===== src/rtl/digit_detect_pkg.sv =====
// Shared network definitions: layer-2 output geometry, sigmoid register widths
// and the argmax detect state encoding.
package digit_detect_pkg;

    localparam int NUM_OUTPUT_NEURONS = 10;
    localparam int LAYER2_SIG_BASE    = 8;
    localparam int SIG_DATA_W         = 4;
    localparam int SIG_ADDR_W         = 5;
    localparam int IDX_W              = 4;

    // Kept apart from the controller's enum so the two FSMs can evolve independently.
    typedef enum logic [1:0] {
        DET_IDLE = 2'd0,
        DET_SCAN = 2'd1,
        DET_HOLD = 2'd2
    } detect_state_t;

endpackage


===== src/rtl/digit_detect_argmax_step.sv =====
// One compare step of the running argmax: folds a new activation into the best-so-far.
module argmax_step
    import digit_detect_pkg::*;
#(
    parameter int DATA_W = SIG_DATA_W
) (
    input  logic [DATA_W-1:0] cur_val,
    input  logic [IDX_W-1:0]  cur_idx,
    input  logic              cur_tie,
    input  logic              first,
    input  logic [DATA_W-1:0] in_val,
    input  logic [IDX_W-1:0]  in_idx,
    output logic [DATA_W-1:0] nxt_val,
    output logic [IDX_W-1:0]  nxt_idx,
    output logic              nxt_tie
);

    always_comb begin
        nxt_val = cur_val;
        nxt_idx = cur_idx;
        nxt_tie = cur_tie;
        if (first || (in_val > cur_val)) begin
            nxt_val = in_val;
            nxt_idx = in_idx;
            nxt_tie = 1'b0;
        end else if (in_val == cur_val) begin
            // Equal value: the lower index already held wins, only flag the tie.
            nxt_tie = 1'b1;
        end
    end

endmodule


===== src/rtl/digit_detect.sv =====
// Output-layer argmax: scans the layer-2 sigmoid registers after network_done and
// holds the winning digit, its confidence and a tie flag until the SPI block acks.
module digit_detect
    import digit_detect_pkg::*;
#(
    parameter int NUM_CLASSES = NUM_OUTPUT_NEURONS,
    parameter int BASE_ADDR   = LAYER2_SIG_BASE,
    parameter int ADDR_W      = SIG_ADDR_W,
    parameter int DATA_W      = SIG_DATA_W
) (
    input  logic              clk,
    input  logic              n_rst,
    input  logic              network_done,
    input  logic [DATA_W-1:0] sig_rdata,
    output logic [ADDR_W-1:0] sig_raddr,
    output logic              sig_rd_own,
    input  logic              result_ack,
    output logic [3:0]        digit,
    output logic [DATA_W-1:0] confidence,
    output logic              tie,
    output logic              digit_valid,
    output logic              busy
);

    localparam logic [IDX_W-1:0]  LAST_IDX = IDX_W'(NUM_CLASSES - 1);
    localparam logic [ADDR_W-1:0] BASE     = ADDR_W'(BASE_ADDR);

    detect_state_t     state;
    logic [IDX_W-1:0]  idx;
    logic [IDX_W-1:0]  idx_next;
    logic [DATA_W-1:0] best_val;
    logic [IDX_W-1:0]  best_idx;
    logic              best_tie;
    logic [DATA_W-1:0] nxt_val;
    logic [IDX_W-1:0]  nxt_idx;
    logic              nxt_tie;

    assign idx_next = idx + 4'd1;

    argmax_step #(.DATA_W(DATA_W)) u_step (
        .cur_val (best_val),
        .cur_idx (best_idx),
        .cur_tie (best_tie),
        .first   (idx == 4'd0),
        .in_val  (sig_rdata),
        .in_idx  (idx),
        .nxt_val (nxt_val),
        .nxt_idx (nxt_idx),
        .nxt_tie (nxt_tie)
    );

    always_ff @(posedge clk or negedge n_rst) begin
        if (!n_rst) begin
            state       <= DET_IDLE;
            idx         <= '0;
            best_val    <= '0;
            best_idx    <= '0;
            best_tie    <= 1'b0;
            sig_raddr   <= '0;
            sig_rd_own  <= 1'b0;
            busy        <= 1'b0;
            digit       <= '0;
            confidence  <= '0;
            tie         <= 1'b0;
            digit_valid <= 1'b0;
        end else begin
            case (state)
                DET_IDLE: begin
                    if (network_done) begin
                        state      <= DET_SCAN;
                        idx        <= '0;
                        sig_raddr  <= BASE;
                        sig_rd_own <= 1'b1;
                        busy       <= 1'b1;
                    end
                end
                DET_SCAN: begin
                    best_val <= nxt_val;
                    best_idx <= nxt_idx;
                    best_tie <= nxt_tie;
                    if (idx == LAST_IDX) begin
                        state       <= DET_HOLD;
                        idx         <= '0;
                        sig_raddr   <= '0;
                        sig_rd_own  <= 1'b0;
                        busy        <= 1'b0;
                        digit       <= nxt_idx;
                        confidence  <= nxt_val;
                        tie         <= nxt_tie;
                        digit_valid <= 1'b1;
                    end else begin
                        idx       <= idx_next;
                        sig_raddr <= BASE + ADDR_W'(idx_next);
                    end
                end
                DET_HOLD: begin
                    // A new network result takes priority over acknowledging the old one.
                    if (network_done) begin
                        state       <= DET_SCAN;
                        idx         <= '0;
                        sig_raddr   <= BASE;
                        sig_rd_own  <= 1'b1;
                        busy        <= 1'b1;
                        digit_valid <= 1'b0;
                    end else if (result_ack) begin
                        state       <= DET_IDLE;
                        digit_valid <= 1'b0;
                    end
                end
                default: state <= DET_IDLE;
            endcase
        end
    end

endmodule


===== config.mk =====
export PLATFORM = sky130hd
export DESIGN_NAME = digit_detect
export DESIGN_NICKNAME = d
export VERILOG_FILES = /design/src/rtl/digit_detect_pkg.sv /design/src/rtl/digit_detect_argmax_step.sv /design/src/rtl/digit_detect.sv
export SDC_FILE = /design/constraint.sdc
export NUM_CORES = 1
export LEC_CHECK = 0
export BUFFER_PORTS_ARGS = -buffer_cell sky130_fd_sc_hd__clkbuf_2
export CAP_MARGIN = 40
export CORE_MARGIN = 3
export CORE_UTILIZATION = 59
export DETAILED_ROUTE_END_ITERATION = 8
export GPL_ROUTABILITY_DRIVEN = 0
export PLACE_DENSITY = 0.81
export SLEW_MARGIN = 20
export SYNTH_ARGS = -nofsm -noshare
export SYNTH_HDL_FRONTEND = slang
export SYNTH_SLANG_ARGS = --single-unit

===== constraint.sdc =====
create_clock -name clk -period 4.2 [get_ports clk]
set_clock_uncertainty 0.1 [all_clocks]
set_input_delay 0.21 -clock clk [delete_from_list [all_inputs] [get_ports clk]]
set_output_delay 0.21 -clock clk [all_outputs]
set_load 0.05 [all_outputs]

Yosys cells after proc, flatten, opt, wreduce, memory -nomap -nowiden
Index checks and enable logic that the tools add are counted.
{"block": "op_classes", "add_sub_neg": 2, "order_cmp": 1, "n_eq_ne": 8, "muxes": 22, "reduce_logical": 11}
{"op": "$mux W4", "count": 4}
{"op": "$mux W5", "count": 2}
{"op": "$pmux W5 S2", "count": 1}
{"op": "$reduce_and A3 Y1", "count": 3}
{"op": "$mux W2", "count": 4}
{"op": "$pmux W4 S2", "count": 1}
{"op": "$mux W1", "count": 7}
{"op": "$pmux W2 S3", "count": 1}
{"op": "$add A4 B4 Y5 const A", "count": 1}
{"op": "$add A4 B1 Y4 const B", "count": 1}
{"op": "$eq A4 B4 Y1", "count": 1}
{"op": "$eq A4 B4 Y1 const B", "count": 1}
{"op": "$gt A4 B4 Y1", "count": 1}
{"op": "$logic_not A4 Y1", "count": 1}
{"op": "$ne A2 B2 Y1 const B", "count": 2}
{"op": "$pmux W1 S2", "count": 2}
{"op": "$reduce_and A2 Y1", "count": 2}
{"op": "$reduce_bool A2 Y1", "count": 2}
{"op": "$ne A3 B3 Y1 const B", "count": 1}
{"op": "$eq A2 B1 Y1 const B", "count": 1}
{"op": "$eq A2 B2 Y1 const B", "count": 1}
{"op": "$logic_not A2 Y1", "count": 1}
{"op": "$ne A2 B1 Y1 const B", "count": 1}
{"op": "$reduce_or A2 Y1", "count": 1}
{"op": "$logic_or A1 B1 Y1", "count": 1}
{"block": "word_totals", "regBits": 31, "inputBits": 8, "out_inout_bits": 17, "wordCells": 55}

Depth between registers and ports, before layout
Gate-level depths: netlist of the first run.
{"block": "logic_depth", "word_depth": 4, "ltp_mapped": 7, "depth_no_buf": 6}

Hierarchy
A second synthesis of the first run with hierarchy kept.
{"block": "unflattened", "cells_unflattened": 181, "area_unflattened_um2": 1632.8}
{"mod": "digit_detect", "instances": 1, "cells_per_inst": 108, "area_each_um2": 1174.9, "seq_area_each_um2": 675.6}
{"mod": "argmax_step", "instances": 1, "cells_per_inst": 73, "area_each_um2": 457.9, "seq_area_each_um2": 0.0}

Worst setup path after synthesis of the first run
OpenSTA, ideal clock, no wires.
{"block": "synth_path", "path_type": "reg-to-reg", "from": "register best_val[3]", "to": "register best_val[1]", "setup_time_ns": 0.125, "arrival_time_ns": 1.782, "required_ns": 3.975, "setup_slack_ns": 2.193, "stages_incl_launch_ff": 7, "path_buffers": 0, "synth_period_minus_slack_ns": 2.007, "path_cell_list": "dfrtp_1 -> inv_1 -> ha_1 -> a21oi_1 -> a2bb2oi_4 -> a21oi_4 -> mux2_4"}
{"block": "synth_via", "elab_chain_cells": 3}
{"element": "start: declaration", "line_no": "digit_detect.sv:31", "rtl": "logic [DATA_W-1:0] best_val;"}
{"element": "start signal: assignment", "line_no": "digit_detect.sv:78", "rtl": "best_val <= nxt_val;"}
{"element": "$gt A4 B4 Y1", "line_no": "digit_detect_argmax_step.sv:22", "rtl": "if (first || (in_val > cur_val)) begin"}
{"element": "$logic_or A1 B1 Y1", "line_no": "digit_detect_argmax_step.sv:22"}
{"element": "$mux W4", "line_no": "digit_detect_argmax_step.sv:22"}
Every way passes these cells.
A chain may end at the register's enable or synchronous reset.

Final worst setup path of the first run
{"block": "layout_path", "from": "register best_val[3]", "to": "register best_idx[1]"}
{"block": "layout_via", "elab_chain_cells": 3}
{"element": "$gt A4 B4 Y1", "line_no": "digit_detect_argmax_step.sv:22"}
{"element": "$logic_or A1 B1 Y1", "line_no": "digit_detect_argmax_step.sv:22"}
{"element": "$mux W4", "line_no": "digit_detect_argmax_step.sv:22"}
{"element": "end signal: assignment", "line_no": "digit_detect.sv:79", "rtl": "best_idx <= nxt_idx;"}
{"element": "end: declaration", "line_no": "digit_detect.sv:32", "rtl": "logic [IDX_W-1:0] best_idx;"}
Every way passes these cells.

==> flow_metrics.env, run 1 <==
export IMPL_status="finished, final reports clean"
export IMPL_async_flop_share=1.000
export IMPL_regArea_um2=675.6
export IMPL_avgRoutedWirePerCell_um=14.64
export IMPL_synth_edff_count=0
export IMPL_cts_root_buf="clkbuf_4"
export IMPL_track_usage=0.2060
export IMPL_rsz0062_at_grt="no"
export IMPL_critPathMaxFanout=7
export IMPL_ys_seq_area_frac=0.4675
export IMPL_initial_core_util=0.6350
export IMPL_reg2reg_depth=6
export IMPL_wirelength_um=2855
export IMPL_dieArea_um2=3079
export IMPL_viasPerCell=5.851
export IMPL_postSynthNetCount=158
export IMPL_hpwl_um=2158
export IMPL_post_cts_setup_buffers=0
export IMPL_grt_pass1_wl_um=5195
export IMPL_drc=0
export IMPL_clkSlewWorstSetupHoldPaths_ps=130
export IMPL_dpl_cell_area_um2=1570
export IMPL_synth_seq_cells=27
export IMPL_max_freq_ghz=0.4452
export IMPL_drt_iter0_drc=42
export IMPL_crit_start="best_val[3]"
export IMPL_worst_setup_path_end_kind="flip-flop"
export IMPL_worst_slew_pin_transition_ps=665.7
export IMPL_via_count=1141
export IMPL_drive_gt1_frac=0.2216
export IMPL_multi_input_area_um2=705.7
export IMPL_rows=17
export IMPL_cts_sinks=27
export IMPL_yosysWarnings=0
export IMPL_core_area_um2=2276
export IMPL_min_period_ps=2246
export IMPL_area_growth_pct=11.69
export IMPL_drtPass1Iterations=4
export IMPL_grt_pass1_vias=1165
export IMPL_die_h_um=55.49
export IMPL_htree_levels=1
export IMPL_synthCells=143
export IMPL_io_pins=25
export IMPL_post_route_period_util=0.5348
export IMPL_yosys_most_used_dff="dfrtp_1"
export IMPL_antenna_cells=0
export IMPL_crit_reg2reg_launch="best_val[3]"
export IMPL_fillCellCount=194
export IMPL_min_from="sig_rdata[0]"
export IMPL_cts_resized=0
export IMPL_clkLatencyLatePin_ps=310
export IMPL_grt_antenna_before_repair=0
export IMPL_setup_tns_ps=0
export IMPL_post_route_cell_area_um2=1614
export IMPL_yosysTopAreaCell="dfrtp_1"
export IMPL_critPathKind="reg2reg"
export IMPL_maxSlewHeadroom=0.5562
export IMPL_min_path_type="in2reg"
export IMPL_drtAntennaViolNets=0
export IMPL_critPathRequiredTime_ps=4310
export IMPL_grt_max_degree=28
export IMPL_start_kind="flip-flop"
export IMPL_drv_slew=0
export IMPL_cts_tree="done"
export IMPL_port_buffer_count=24
export IMPL_cts_buffers=3
export IMPL_syn_area_um2=1445
export IMPL_cap_violations=0
export IMPL_hold_violations=0
export IMPL_setup_viol=0
export IMPL_fin_nets=183
export IMPL_synth_top_area_frac=0.4675
export IMPL_avgSynthCellArea_um2=10.11
export IMPL_arrival_ps=2360
export IMPL_grt_overflow_total=0
export IMPL_ys_types=38
export IMPL_die_w_um=55.49
export IMPL_clk_path_buf_depth=2
export IMPL_min_path_cells=2
export IMPL_synth_area_top_cells="dfrtp_1, ha_1, nor2_1"
==> registers in the layout, indices dropped and copies added (netlist names) <==
signal and count:
best_idx 4, best_val 4, confidence 4, digit 4, sig_raddr 4, state 2
best_tie 1, busy 1, digit_valid 1, idx 1, tie 1
==> cells in the mapped netlist, drive strengths merged (2+ instances only) <==
| master | instances |
|---|---|
| dfrtp | 27 |
| nand2b | 3 |
| clkbuf | 2 |
| mux2 | 6 |
| a21oi | 11 |
| a31oi | 6 |
| nand2 | 8 |
| buf | 4 |
| nor2 | 17 |
| inv | 9 |
| ha | 7 |
| mux2i | 3 |
| o21ai | 12 |
| nand3 | 8 |
| a32o | 2 |
==> worst paths after layout <==
| kind | endpoint | slack (ps) |
|---|---|---|
| setup / recovery | best_idx[1] | 1950 |
| hold reg to reg | tie | 390 |
| hold / removal | best_val[0] | 40 |
| max in group asynchronous | busy | 3240 |
| min in group asynchronous | tie | 330 |
| setup reg to reg | best_idx[1] | 1950 |
==> layer usage <==
metal  global-route usage  up-vias  part of all wire
li1                     -      561                 -
met1               0.2576      541              0.41
met2               0.3632       33              0.52
met3              0.03271        6             0.056
met4              0.06250        0             0.014
met5                    0        -                 0
==> worst max-delay path, stage by stage (launching register included) <==
cell and delay, ps:
dfrtp_1 400, inv_1 50, ha_1 350, a21oi_1 440, o2bb2ai_2 190, o21ai_2 270, mux2_1 360
==> cell families (layout without fill, tap and decap cells) <==
group,after synthesis,after routing,share of synthesized area
DFF,27,27,0.4675
xor gates and xnor gates,1,1,0.006062
AOI/OAI and AO/OA,40,40,0.2026
buffers and inverters,15,39,0.04416
and+or+nand+nor,44,44,0.1437
adders and majority gates,7,7,0.06060
muxes,9,9,0.07532
==> layout by cell type, fill, tap and decap left out, types with 2 or more instances in the layout <==
cell and count:
clkbuf_4 3, mux2_4 3, a31oi_1 6, nand2_1 8
nand2b_1 3, mux2i_1 3, a21oi_1 10, clkbuf_2 24
o21ai_0 10, mux2_1 3, inv_1 9, dfrtp_1 27
ha_1 7, nor2_1 17, a32o_1 2, nand3_1 8
==> per-stage QoR <==
step           utilization  worst slack [ps]  hold slack (ps)  instances
2_1_floorplan            -              2193           -185.6        143
3_3_place_gp        0.6899              2064            166.8        189
3_5_place_dp        0.6899              1960            176.3        189
4_1_cts             0.7059              1947            30.38        194
5_1_grt             0.7092              1757            41.97        195
6_report            0.7092              1954            36.65        195
==> layout make-up <==
type                       instances  area share
sequential                        27      0.4186
inverter                           9     0.02093
timing repair buffer              26     0.08527
tap                               28     0.02171
clock buffer                       4     0.01628
multi-input combinational        101      0.4372
==> what timing repair did <==
action / CTS / global route
hold buffers: 1 / 0
hold endpoints to repair: 27 / 0
endpoints found under the setup margin: 0 / 0
Power of run 1 is not shown: default switching activity piles up to over one toggle a cycle in this logic, so the estimate is an artifact.
==> inputs of run 2 (changes only) <==
--- a/config.mk
+++ b/config.mk
@@ -8,10 +8,10 @@
 export BUFFER_PORTS_ARGS = -buffer_cell sky130_fd_sc_hd__clkbuf_2
 export CAP_MARGIN = 40
 export CORE_MARGIN = 3
-export CORE_UTILIZATION = 59
+export CORE_UTILIZATION = 55
 export DETAILED_ROUTE_END_ITERATION = 8
 export GPL_ROUTABILITY_DRIVEN = 0
-export PLACE_DENSITY = 0.81
+export PLACE_DENSITY = 0.76
 export SLEW_MARGIN = 20
 export SYNTH_ARGS = -nofsm -noshare
 export SYNTH_HDL_FRONTEND = slang
==> constraint.sdc (replaced) <==
create_clock -name clk -period 2.2 [get_ports clk]
set_clock_uncertainty 0.1 [all_clocks]
set_input_delay 0.11 -clock clk [delete_from_list [all_inputs] [get_ports clk]]
set_output_delay 0.11 -clock clk [all_outputs]
set_load 0.05 [all_outputs]
==> run 2 against run 1 <==
Register-to-register slack got worse by 1900 ps. Setup slack got worse by 1900 ps. Non-clock buffer count increased by 10. Critical endpoint is now best_val[3]. Die area increased by 6.5%. Sequential share of layout area decreased by 2.6 points. Design area increased by 6.5%. First-iteration DRC count decreased by 14%. Global-route usage decreased by 0.11 points. Via count increased by 5.5%. Worst hold slack improved by 180 ps. Cell count increased by 5.1%. Routed wire length increased by 9.8%.
==> flow_metrics.env, run 2 (synthesized netlist as in run 1, its figures left out) <==
export IMPL_status="finished, final reports clean"
export IMPL_cts_sinks=27
export IMPL_io_pins=25
export IMPL_worst_setup_path_end_kind="flip-flop"
export IMPL_port_buffer_count=24
export IMPL_post_route_period_util=0.9794
export IMPL_track_usage=0.2049
export IMPL_utilization=0.7348
export IMPL_drtAntennaViolNets=0
export IMPL_cts_root_buf="clkbuf_4"
export IMPL_grt_antenna_before_repair=0
export IMPL_avgRoutedWirePerCell_um=15.29
export IMPL_cts_tree="done"
export IMPL_wirelength_um=3134
export IMPL_drtPass1Iterations=4
export IMPL_drv_slew=0
export IMPL_maxSlewHeadroom=0.5609
export IMPL_fillCellCount=199
export IMPL_arrival_ps=2290
export IMPL_start_kind="input pin"
export IMPL_critPathKind="in2reg"
export IMPL_area_growth_pct=18.96
export IMPL_hold_violations=0
export IMPL_drt_iter0_drc=36
export IMPL_final_common_cell="dfrtp_1"
export IMPL_core_area_um2=2340
export IMPL_dieArea_um2=3279
export IMPL_route_met2_wl_um=1551
export IMPL_cts_buffers=3
export IMPL_rows=17
export IMPL_critPathRequiredTime_ps=2330
export IMPL_grt_pass1_vias=1162
export IMPL_layout_common_cells="dfrtp_1, clkbuf_2, nor2_1, a21oi_1, o21ai_0"
export IMPL_antenna_cells=0
export IMPL_cap_violations=0
export IMPL_fin_nets=193
export IMPL_min_path_type="in2async"
export IMPL_htree_levels=1
export IMPL_via_count=1204
export IMPL_route_met3_wl_um=165
export IMPL_clkSlewWorstSetupHoldPaths_ps=160
export IMPL_clk_path_buf_depth=2
export IMPL_die_w_um=57.26
export IMPL_clkLatencyLatePin_ps=340
export IMPL_hpwl_um=2257
export IMPL_grt_max_degree=28
export IMPL_worst_slew_pin_transition_ps=658.6
export IMPL_grt_pass1_wl_um=5223
export IMPL_die_h_um=57.26
export IMPL_viasPerCell=5.873
export IMPL_critPathMaxFanout=7
export IMPL_drive_gt1_frac=0.2486
export IMPL_dr_max_layer_used="met4"
export IMPL_initial_core_util=0.6176
export IMPL_setup_viol=0
export IMPL_grt_overflow_total=0
export IMPL_min_period_ps=2155
export IMPL_drc=0
export IMPL_max_freq_ghz=0.4641
export IMPL_wl_met1_um=1378
[run 2: changes by cell type in the layout (fill, tap and decap cells not counted), sizes merged]
cell         change
dlygate4sd3      +6
clkbuf           -1
inv              +1
buf              +4
[run 2: worst paths after layout]
path                               from          end  slack [ps]  depth (start not counted)
setup / recovery           sig_rdata[3]  best_val[3]          50                          7
hold / removal                    n_rst     state[1]         220                          2
setup reg to reg            best_val[3]  best_val[3]          60                          6
hold reg to reg                     tie          tie         410                          2
max in group asynchronous         n_rst  best_val[3]        1360                          2
min in group clk                    tie          tie         410                          2
[run 2: metrics by stage]
step,hold WS [ps],std cells,TNS (ps),instance area [µm²],worst slack (ps)
final,216.2,205,0,1719,45.40
after global routing,254.3,205,-115.5,1719,-38.99
after CTS,226.8,204,0,1702,45.78
after detailed placement,78.05,193,0,1600,60.00
after global placement,65.40,193,0,1600,138.6
after floorplan,-285.6,143,0,1445,193.0
[run 2: area by class of cell]
type                       instances  area [µm²]  area share
inverter                           9       33.78     0.01965
clock buffer                       3       22.52     0.01310
clock inverter                     1       8.758    0.005095
multi-input combinational        101       715.7      0.4163
timing repair buffer              36       227.7      0.1325
sequential                        27       675.6      0.3930
tap                               28       35.03     0.02038
[run 2: repair_timing]
item / 4_1_cts / 5_1_grt
resized for setup: 0 / 3
endpoints found under the setup margin: 0 / 7
hold endpoints to repair: 38 / 0
hold buffers: 7 / 0
buffers inserted: 0 / 1
[run 2: critical path: stages]
cell and delay [ps]:
dlygate4sd3_1 530, clkbuf_2 130, ha_1 390, and4_2 330
a2bb2oi_4 220, a21oi_4 260, mux2_4 320
[run 2: routing by layer]
metal | global-route usage | vias to the layer above
met1 | 0.2631 | 583
met2 | 0.3556 | 36
met3 | 0.04072 | 4
met4 | 0.04967 | 0
met5 | 0 | -
li1 | - | 581
Power of run 2 is left out for the same reason.
==> inputs of run 3 (changes only) <==
--- a/config.mk
+++ b/config.mk
@@ -12,6 +12,7 @@
 export DETAILED_ROUTE_END_ITERATION = 8
 export GPL_ROUTABILITY_DRIVEN = 0
 export PLACE_DENSITY = 0.76
+export RECOVER_POWER = 100
 export SLEW_MARGIN = 20
 export SYNTH_ARGS = -nofsm -noshare
 export SYNTH_HDL_FRONTEND = slang
==> run 3 against run 2 <==
Critical path depth stayed put. Clock-buffer cell count stayed put. Routed wire length is 0.83% higher. Non-clock buffer count stayed put. Global-route usage stayed put. Design area is 1.5% lower. Register-to-register slack hardly changed. Worst hold slack better by 200 ps. Cell count stayed put. Maximum frequency is 0.31% lower. Sequential cell count stayed put. Critical path type unchanged.
==> flow_metrics.env, run 3 (synthesized netlist as in run 1, its figures left out) <==
export IMPL_status="finished, final reports clean"
export IMPL_post_route_period_util=0.9824
export IMPL_start_kind="input pin"
export IMPL_grt_antenna_before_repair=0
export IMPL_reg2reg_to="best_val[3]"
export IMPL_dieArea_um2=3279
export IMPL_cts_root_buf="clkbuf_4"
export IMPL_cpMaxStageDelayCell="dlygate4sd3_1"
export IMPL_port_buffer_count=24
export IMPL_antenna_cells=0
export IMPL_maxSlewHeadroom=0.05701
export IMPL_hold_violations=0
export IMPL_min_path_cells=1
export IMPL_clkLatencyLatePin_ps=340
export IMPL_critPathKind="in2reg"
export IMPL_core_area_um2=2340
export IMPL_arrival_ps=2300
export IMPL_via_count=1206
export IMPL_grt_max_degree=28
export IMPL_dp_cells=193
export IMPL_drv_slew=0
export IMPL_wirelength_um=3160
export IMPL_grt_pass1_wl_um=5223
export IMPL_avgRoutedWirePerCell_um=15.41
export IMPL_cts_tree="done"
export IMPL_min_path_type="reg2reg"
export IMPL_track_usage=0.2049
export IMPL_drc=0
export IMPL_route_met2_wl_um=1576
export IMPL_reg2reg_depth=6
export IMPL_viasPerCell=5.883
export IMPL_hold_path_endpoint="best_idx[3]"
export IMPL_drt_iter0_drc=33
export IMPL_rows=17
export IMPL_initial_core_util=0.6176
export IMPL_crit_path_max_incr_delay_ps=530
export IMPL_cp_cell_sequence="dlygate4sd3_1 > clkbuf_2 > ha_1 > and4_2 > a2bb2oi_4 > a21oi_4 > mux2_4"
export IMPL_finalWorstSetupSlack_ps=38.80
export IMPL_min_from="best_idx[3]"
export IMPL_critPathBufInv=2
export IMPL_place_ws_ps=60.00
export IMPL_max_freq_ghz=0.4627
export IMPL_cts_buffers=3
export IMPL_die_h_um=57.26
export IMPL_setup_viol=0
export IMPL_cp_top_family="buffers and inverters"
export IMPL_io_pins=25
export IMPL_wl_met1_um=1396
export IMPL_fin_cells=205
export IMPL_min_period_ps=2161
export IMPL_clk_path_buf_depth=2
export IMPL_die_w_um=57.26
export IMPL_drtAntennaViolNets=0
export IMPL_area_growth_pct=17.14
export IMPL_fin_nets=193
export IMPL_dr_max_layer_used="met4"
export IMPL_clkSlewWorstSetupHoldPaths_ps=160
export IMPL_final_common_cell="dfrtp_1"
export IMPL_drtPass1Iterations=4
export IMPL_worst_slew_pin_transition_ps=1414
export IMPL_grt_overflow_total=0
export IMPL_htree_levels=1
export IMPL_r2r_slack_ps=60
export IMPL_layout_common_cells="dfrtp_1, clkbuf_1, nor2_1, a21oi_1, o21ai_0"
export IMPL_hpwl_um=2257
export IMPL_crit_reg2reg_launch="best_val[3]"
export IMPL_route_met3_wl_um=147
export IMPL_drive_gt1_frac=0.1412
export IMPL_grt_pass1_vias=1162
export IMPL_cap_violations=0
export IMPL_critPathRequiredTime_ps=2330
export IMPL_cts_sinks=27
export IMPL_worst_setup_path_end_kind="flip-flop"
export IMPL_critPathMaxFanout=7
==> run 3: cell types whose count changed in the layout (fill, tap and decap cells not counted) <==
cell / delta
clkbuf_1: +19
clkbuf_2: -18
buf_4: -1
or2_0: +1
or2_1: -1
==> run 3: area by class of cell <==
| type | count | area (µm²) |
|---|---|---|
| Clock inverter | 1 | 8.758 |
| Tap cell | 28 | 35.03 |
| Timing Repair Buffer | 36 | 201.4 |
| Sequential cell | 27 | 675.6 |
| Inverter | 9 | 33.78 |
| Multi-Input combinational cell | 101 | 715.7 |
| Fill cell | 207 | 646.9 |
| Clock buffer | 3 | 22.52 |
==> run 3: worst register-to-register path, cell delays in order, from the launching register on <==
cell	delay (ps)
dfrtp_1	400
inv_1	50
ha_1	360
and4_2	330
a2bb2oi_4	220
a21oi_4	260
mux2_4	320
==> run 3: worst max path at each step <==
stage | depth (start not counted) | from | to
after global placement | 6 | best_val[3] | best_val[2]
final | 7 | sig_rdata[3] | best_val[3]
after detailed placement | 6 | best_val[3] | best_idx[0]
after CTS | 6 | best_val[3] | best_val[3]
after floorplan | 6 | best_val[3] | best_val[1]
after global routing | 6 | best_val[3] | best_val[1]
==> run 3: through the flow <==
stage	setup TNS, ps	cell area [µm²]	util	hold slack [ps]
3_3_place_gp	0	1600	0.6840	65.40
6_report	0	1693	0.7235	416.1
5_1_grt	-115.5	1693	0.7235	425.2
3_5_place_dp	0	1600	0.6840	78.05
2_1_floorplan	0	1445	-	-285.6
4_1_cts	0	1702	0.7273	226.8
==> run 3: routing by layer <==
metal / vias to the layer above / GRT usage
li1: 580 / -
met1: 587 / 0.2631
met2: 35 / 0.3556
met3: 4 / 0.04072
met4: 0 / 0.04967
met5: - / 0
==> run 3: repair_timing <==
| action | in CTS | in global routing |
|---|---|---|
| hold endpoints to repair | 38 | 0 |
| gates resized for setup | 0 | 3 |
| buffers inserted | 0 | 1 |
| hold buffers | 7 | 0 |
| setup endpoints to repair | 0 | 7 |
Power of run 3 is left out for the same reason.
